[src/rtl/slc3_stim_sequencer_if.sv]
// Host/loader-side bundle for slc3_stim_sequencer: script writes, run control,
// and the S/Run/Continue drive toward the SLC-3 plus sequencer status.
interface slc3_stim_sequencer_if #(
    parameter int SW_WIDTH  = 16,
    parameter int DEPTH     = 16,
    parameter int CNT_WIDTH = 8
) ();
    localparam int AW = $clog2(DEPTH);
    localparam int EW = 2 + SW_WIDTH + CNT_WIDTH;

    logic                wr_en;
    logic [AW-1:0]       wr_addr;
    logic [EW-1:0]       wr_data;
    logic [AW:0]         n_entries;
    logic                start;
    logic                abort;
    logic [SW_WIDTH-1:0] S;
    logic                Run;
    logic                Continue;
    logic                busy;
    logic                done;
    logic [AW:0]         idx;

    modport master (
        output wr_en, wr_addr, wr_data, n_entries, start, abort,
        input  S, Run, Continue, busy, done, idx
    );

    modport slave (
        input  wr_en, wr_addr, wr_data, n_entries, start, abort,
        output S, Run, Continue, busy, done, idx
    );
endinterface

[src/rtl/slc3_stim_sequencer.sv]
// Scripted S/Run/Continue driver for SLC-3 bring-up; keys are active-low.
// Define AUTO_CONTINUE_EN to add a free-running Continue toggle while busy.
module slc3_stim_sequencer #(
    parameter int SW_WIDTH  = 16,
    parameter int DEPTH     = 16,
    parameter int CNT_WIDTH = 8,
    parameter int PULSE_LEN = 2,
    parameter int AUTO_PER  = 3
) (
    input  logic                  Clk,
    input  logic                  Reset,
    slc3_stim_sequencer_if.slave  bus
);
    localparam int AW = $clog2(DEPTH);
    localparam int EW = 2 + SW_WIDTH + CNT_WIDTH;
    localparam int PW = $clog2(PULSE_LEN + 1);
    localparam logic [AW:0] NMAX = (AW+1)'(DEPTH);

    localparam logic [1:0] OP_WAIT  = 2'b00;
    localparam logic [1:0] OP_RUN   = 2'b01;
    localparam logic [1:0] OP_CONT  = 2'b10;
    localparam logic [1:0] OP_SETSW = 2'b11;

    if (PULSE_LEN < 1 || AUTO_PER < 1) begin : g_param_check
        $error("slc3_stim_sequencer: PULSE_LEN and AUTO_PER must be >= 1");
    end

    typedef enum logic [2:0] {IDLE, FETCH, PULSE, GAP, DONE} state_t;

    state_t                state;
    logic [EW-1:0]         mem [DEPTH];
    logic [SW_WIDTH-1:0]   s_q;
    logic                  run_q, cont_q, busy_q, done_q;
    logic [AW:0]           idx_q, n_lat, n_clamp;
    logic [CNT_WIDTH-1:0]  gcnt, cnt_lat;
    logic [PW-1:0]         pcnt;
    logic [EW-1:0]         entry;
    logic [1:0]            e_op;
    logic [SW_WIDTH-1:0]   e_sw;
    logic [CNT_WIDTH-1:0]  e_cnt;

    // Script RAM keeps its contents across reset; writes only land while idle.
    always_ff @(posedge Clk) begin
        if (bus.wr_en && !busy_q)
            mem[bus.wr_addr] <= bus.wr_data;
    end

    assign entry   = mem[idx_q[AW-1:0]];
    assign e_op    = entry[EW-1 -: 2];
    assign e_sw    = entry[CNT_WIDTH +: SW_WIDTH];
    assign e_cnt   = entry[CNT_WIDTH-1:0];
    assign n_clamp = (bus.n_entries > NMAX) ? NMAX : bus.n_entries;

    always_ff @(posedge Clk or negedge Reset) begin
        if (!Reset) begin
            state   <= IDLE;
            s_q     <= '0;
            run_q   <= 1'b1;
            cont_q  <= 1'b1;
            busy_q  <= 1'b0;
            done_q  <= 1'b0;
            idx_q   <= '0;
            n_lat   <= '0;
            gcnt    <= '0;
            cnt_lat <= '0;
            pcnt    <= '0;
        end else if (bus.abort) begin
            state  <= IDLE;
            run_q  <= 1'b1;
            cont_q <= 1'b1;
            busy_q <= 1'b0;
        end else begin
            case (state)
                IDLE, DONE: begin
                    if (bus.start) begin
                        state  <= FETCH;
                        n_lat  <= n_clamp;
                        idx_q  <= '0;
                        done_q <= 1'b0;
                        busy_q <= 1'b1;
                    end
                end
                FETCH: begin
                    if (idx_q == n_lat) begin
                        state  <= DONE;
                        done_q <= 1'b1;
                        busy_q <= 1'b0;
                    end else begin
                        cnt_lat <= e_cnt;
                        case (e_op)
                            OP_RUN: begin
                                run_q <= 1'b0;
                                pcnt  <= PW'(PULSE_LEN - 1);
                                state <= PULSE;
                            end
                            OP_CONT: begin
                                cont_q <= 1'b0;
                                pcnt   <= PW'(PULSE_LEN - 1);
                                state  <= PULSE;
                            end
                            OP_SETSW: begin
                                // New S gets one settle cycle ahead of its cnt-cycle gap.
                                s_q   <= e_sw;
                                gcnt  <= e_cnt;
                                state <= GAP;
                            end
                            default: begin
                                if (e_cnt == '0) begin
                                    idx_q <= idx_q + 1'b1;
                                end else begin
                                    gcnt  <= e_cnt - 1'b1;
                                    state <= GAP;
                                end
                            end
                        endcase
                    end
                end
                PULSE: begin
                    if (pcnt == '0) begin
                        run_q  <= 1'b1;
                        cont_q <= 1'b1;
                        if (cnt_lat == '0) begin
                            idx_q <= idx_q + 1'b1;
                            state <= FETCH;
                        end else begin
                            gcnt  <= cnt_lat - 1'b1;
                            state <= GAP;
                        end
                    end else begin
                        pcnt <= pcnt - 1'b1;
                    end
                end
                GAP: begin
                    if (gcnt == '0) begin
                        idx_q <= idx_q + 1'b1;
                        state <= FETCH;
                    end else begin
                        gcnt <= gcnt - 1'b1;
                    end
                end
                default: state <= IDLE;
            endcase
        end
    end

`ifdef AUTO_CONTINUE_EN
    localparam int APW = $clog2(AUTO_PER + 1);
    logic           auto_t;
    logic [APW-1:0] acnt;
    logic           finishing;

    // Held high whenever the script is not running, including the edge into DONE.
    assign finishing = (state == FETCH) && (idx_q == n_lat);

    always_ff @(posedge Clk or negedge Reset) begin
        if (!Reset) begin
            auto_t <= 1'b1;
            acnt   <= '0;
        end else if (!busy_q || bus.abort || finishing) begin
            auto_t <= 1'b1;
            acnt   <= '0;
        end else if (acnt == APW'(AUTO_PER - 1)) begin
            auto_t <= ~auto_t;
            acnt   <= '0;
        end else begin
            acnt <= acnt + 1'b1;
        end
    end

    assign bus.Continue = cont_q & auto_t;
`else
    assign bus.Continue = cont_q;
`endif

    assign bus.S    = s_q;
    assign bus.Run  = run_q;
    assign bus.busy = busy_q;
    assign bus.done = done_q;
    assign bus.idx  = idx_q;
endmodule

[src/flat_wrapper.sv]
// flat-port wrapper written by rule: the top's interface ports become plain ports
module slc3_stim_sequencer_flat 
#(
    parameter int SW_WIDTH  = 16,
    parameter int DEPTH     = 16,
    parameter int CNT_WIDTH = 8,
    parameter int PULSE_LEN = 2,
    parameter int AUTO_PER  = 3
)
  (Clk, Reset, bus_wr_en, bus_wr_addr, bus_wr_data, bus_n_entries, bus_start, bus_abort, bus_S, bus_Run, bus_Continue, bus_busy, bus_done, bus_idx);
  slc3_stim_sequencer_if #(.SW_WIDTH(SW_WIDTH), .DEPTH(DEPTH), .CNT_WIDTH(CNT_WIDTH)) bus_i ();
  input  logic Clk;
  input  logic Reset;
  input wire logic [$bits(bus_i.wr_en)-1:0] bus_wr_en;
  input wire logic [$bits(bus_i.wr_addr)-1:0] bus_wr_addr;
  input wire logic [$bits(bus_i.wr_data)-1:0] bus_wr_data;
  input wire logic [$bits(bus_i.n_entries)-1:0] bus_n_entries;
  input wire logic [$bits(bus_i.start)-1:0] bus_start;
  input wire logic [$bits(bus_i.abort)-1:0] bus_abort;
  output wire logic [$bits(bus_i.S)-1:0] bus_S;
  output wire logic [$bits(bus_i.Run)-1:0] bus_Run;
  output wire logic [$bits(bus_i.Continue)-1:0] bus_Continue;
  output wire logic [$bits(bus_i.busy)-1:0] bus_busy;
  output wire logic [$bits(bus_i.done)-1:0] bus_done;
  output wire logic [$bits(bus_i.idx)-1:0] bus_idx;
  assign bus_i.wr_en = bus_wr_en;
  assign bus_i.wr_addr = bus_wr_addr;
  assign bus_i.wr_data = bus_wr_data;
  assign bus_i.n_entries = bus_n_entries;
  assign bus_i.start = bus_start;
  assign bus_i.abort = bus_abort;
  assign bus_S = bus_i.S;
  assign bus_Run = bus_i.Run;
  assign bus_Continue = bus_i.Continue;
  assign bus_busy = bus_i.busy;
  assign bus_done = bus_i.done;
  assign bus_idx = bus_i.idx;
  slc3_stim_sequencer #(.SW_WIDTH(SW_WIDTH), .DEPTH(DEPTH), .CNT_WIDTH(CNT_WIDTH), .PULSE_LEN(PULSE_LEN), .AUTO_PER(AUTO_PER)) u_core (.Clk(Clk), .Reset(Reset), .bus(bus_i));
endmodule
[config.mk]
export PLATFORM = sky130hd
export DESIGN_NAME = slc3_stim_sequencer_flat
export DESIGN_NICKNAME = d
export VERILOG_FILES = /design/src/rtl/slc3_stim_sequencer_if.sv /design/src/rtl/slc3_stim_sequencer.sv /design/src/flat_wrapper.sv
export SDC_FILE = /design/constraint.sdc
export NUM_CORES = 1
export LEC_CHECK = 0
export BUFFER_PORTS_ARGS = -buffer_cell sky130_fd_sc_hd__buf_2
export CAP_MARGIN = 20
export CORE_AREA = 2 2 277 279
export CTS_BUF_LIST = sky130_fd_sc_hd__clkbuf_16
export CTS_CLUSTER_DIAMETER = 50
export DETAILED_ROUTE_END_ITERATION = 7
export DIE_AREA = 0 0 279 281
export PLACE_DENSITY_LB_ADDON = 0.15
export SLEW_MARGIN = 0
export SYNTH_ARGS = -nofsm -noshare
export SYNTH_HDL_FRONTEND = slang
export SYNTH_SLANG_ARGS = --single-unit
[constraint.sdc]
create_clock -name Clk -period 7.6 [get_ports Clk]
set_clock_uncertainty 0.15 [all_clocks]
set_input_delay 0.76 -clock Clk [delete_from_list [all_inputs] [get_ports Clk]]
set_output_delay 0.76 -clock Clk [all_outputs]
set_load 0.01 [all_outputs]
==> results.md <==
* Outcome: finished clean
* Pins Over Slew Limit at 0
* Vias in the first global route at 9998
* Final hold violations at 0
* Layout cells sized above 1 at 0.317
* Port-buffer cells at 64
* Post-synth top flop: edfxtp_1
* Fin crit share at 0.665
* Routability Congestion at approximately 0.74
* Clk Latency, worst-skew pair at 0.59 ns
* Placed cells at slightly below 2000
* Core area at 0.0754 mm2
* Global-route wire length before repair at a little over 70000 um
* Row count at ~100
* WL/cell at around 23 um
* WL final at approximately 49000 um
* Post-synth ARST share at 0.109
* Synth cell types at 59
* CTS H-tree depth at 3
* Initial antenna violation count at 5
* Vias at 9439
* Synth Area per Inst at 19.9 um2
* Cts hold-fix bufs at 0
* Placed instance area at 0.0204 mm2
* Max clock buf depth at 3
* Hpwl dp at ~27000 um
* Root Driver: clkbuf_16
* Cell mode on critical path: buf_4
* Vias per std cell at roughly 4.5
* Mapped Area at roughly 0.019 mm2
* Max-cap viol count at 0
* Seq/Total Area, Yosys at 0.736
* Slowest CP cell: dfrtp_4
* DR DRC count at 0
* Crit-path max cell delay at between 0.8 and 0.9 ns
* CTS Buf Count at 67
* CP required at 7.91 ns
* Detail Route Antenna Nets at 0
* Min Tclk post-route at 5.05 ns
* Setup TNS at 0 ns
* Non-Filler Instances at approximately 2100
* Fin worst setup slack at roughly 2.5 ns
* Die X at 279 um
* Reg clk slew, reported paths at 0.06 ns
* Yosys reg bits at 467
* Hold crit path type: input pin to asynchronous set/reset pin
* Max transition margin at 0.394
* Syn Nets at 992
* Kind of critical path: register to register
* Post-synth EDFFs at 416
* Synth Warn # at 0
* Postcts setup bufs at 0
* Pre-antenna DRT Iters at 6
* Diode count at 0
* Critical Path Sink Type: register
* Peak VDD IR at 157 uV
* Worst-path maximum fanout at 43
* Die ar. at between 0.07 and 0.08 mm2
* Cell count after synthesis at 943
* WP data arrival at approximately 5.4 ns
* RSZ-0062 raised after global routing: no
* Layout Nets at 1107
* CTS tree: built
* Area grow syn2layout at 21.0%
* Pre-CTS WS at roughly 2.4 ns
* Achievable clock frequency at 0.198 GHz
* Io pins at 65
* Least-Margin Pin Slew at 0.908 ns
* Die height at between 200 and 300 um
* Total power at 7.10 mW
* Gr usage total at 0.127
* Initial DRC count at roughly 660
* Reg-to-reg slack, setup at 2.55 ns
* Cell area after layout at between 0.02 and 0.025 mm2
* Worst path cell trace: buf_4 -> buf_4 -> mux4_2 -> and2_1 -> o21a_1 -> nand4b_1 -> o31ai_2 -> o211ai_1 -> o2bb2ai_1
* Total global routing overflow at 0
* Lkg Pwr at 7.34 nW
* Largest net degree at the start of global routing at 52
* Starting Density at 0.248
* Post-CTS Resized at 0
* Final setup vio count at 0
* Startpoint types: register
* Clock Sinks at 467
* Pwr/cell area at roughly 310 mW/mm2
logic make-up after synthesis:
group,count (synthesis),share of synthesized area
adder cells (fa/ha/maj),9,0.00601
buffers and inverters,54,0.0129
multiplexers,172,0.169
XOR/XNOR,13,0.00608
flip-flops,467,0.736
AND/OR/NAND/NOR,138,0.0372
AO/OA/AOI/OAI,90,0.0330
routing by layer:
layer | wire [um] | up-vias | part of all wire | track usage
li1 | - | 4129 | - | -
met1 | 22200 | 5034 | 0.45 | 0.172
met2 | 23600 | 189 | 0.48 | 0.206
met3 | 2050 | 81 | 0.042 | 0.0278
met4 | 1050 | 6 | 0.022 | 0.0352
met5 | 41 | - | 0.00084 | 0
flip-flops by register name, indices dropped and copies added (netlist names):
name / count
u_core.bus.Continue: 1
u_core.bus.Run: 1
u_core.bus.S: 16
u_core.bus.busy: 1
u_core.bus.done: 1
u_core.bus.idx: 5
u_core.cnt_lat: 8
u_core.gcnt: 8
u_core.mem: 416
u_core.n_lat: 5
u_core.pcnt: 2
u_core.state: 3
placed cells by master (no fill, tap or decap), types with 21 or more instances in the layout:
| cell | instances |
|---|---|
| edfxtp_1 | 416 |
| mux4_2 | 113 |
| clkbuf_16 | 68 |
| buf_2 | 63 |
| dfrtp_1 | 46 |
| mux2i_1 | 32 |
| nor2_1 | 29 |
| nand2_1 | 28 |
| buf_4 | 25 |
| inv_1 | 24 |
| mux2_2 | 21 |
Yosys cell counts, types with 7 or more instances:
cell	n	area, um2
a21oi_1	15	75.1
clkbuf_1	22	82.6
nand2_1	28	105
dfrtp_1	49	1230
a221oi_1	11	96.3
o21ai_0	10	50.1
mux4_2	113	2540
a22oi_1	7	52.6
nor2_1	41	154
ha_1	9	113
inv_1	10	37.5
edfxtp_1	416	12500
o21ai_1	9	45.0
nor3_1	12	60.1
buf_2	13	65.1
nor2b_1	8	50.1
mux2i_1	32	320
nand2b_1	10	62.6
mux2_2	21	236
nand3_1	8	40.0
xnor2_1	8	70.1
worst max-delay path: cells and delay by family, from the launching register on:
family                 cells  cell delay, ns
AO/OA/AOI/OAI              4            1.14
multiplexers               1            0.58
buffers and inverters      2            1.62
flip-flops                 1            0.87
AND/OR/NAND/NOR            2            0.51
final timing paths:
| check | start | to | cells after the start |
|---|---|---|---|
| max reg2reg | u_core.bus.idx[0] | u_core.bus.idx[0] | 9 |
| max | u_core.bus.idx[0] | u_core.bus.idx[0] | 9 |
| max in group asynchronous | Reset | u_core.bus.idx[1] | 1 |
| min | Reset | u_core.bus.S[8] | 1 |
| min reg2reg | u_core.bus.S[0] | u_core.bus.S[0] | 1 |
| min in group Clk | bus_n_entries[3] | u_core.n_lat[3] | 3 |
area by class of cell:
type                       instances  area, um2
fill                            7260      52800
sequential                       467      13800
multi-input combinational        422       4820
clock buffer                      68       1700
tap                              978       1220
clock inverter                    55        578
timing repair buffer              88        503
inverter                          12       45.0
report_power, final:
part           total, mW  internal (mW)  switching, mW
clock               3.11           1.93           1.19
combinational      0.910          0.405          0.504
sequential          3.08           2.96          0.124
through the flow:
stage                     hold slack (ns)   util
after floorplan                     0.314      -
after global placement              0.336  0.270
after detailed placement            0.346  0.270
after CTS                           0.188  0.300
after global routing                0.205  0.300
final                               0.151  0.300
Power figures use the tool's default switching activity.
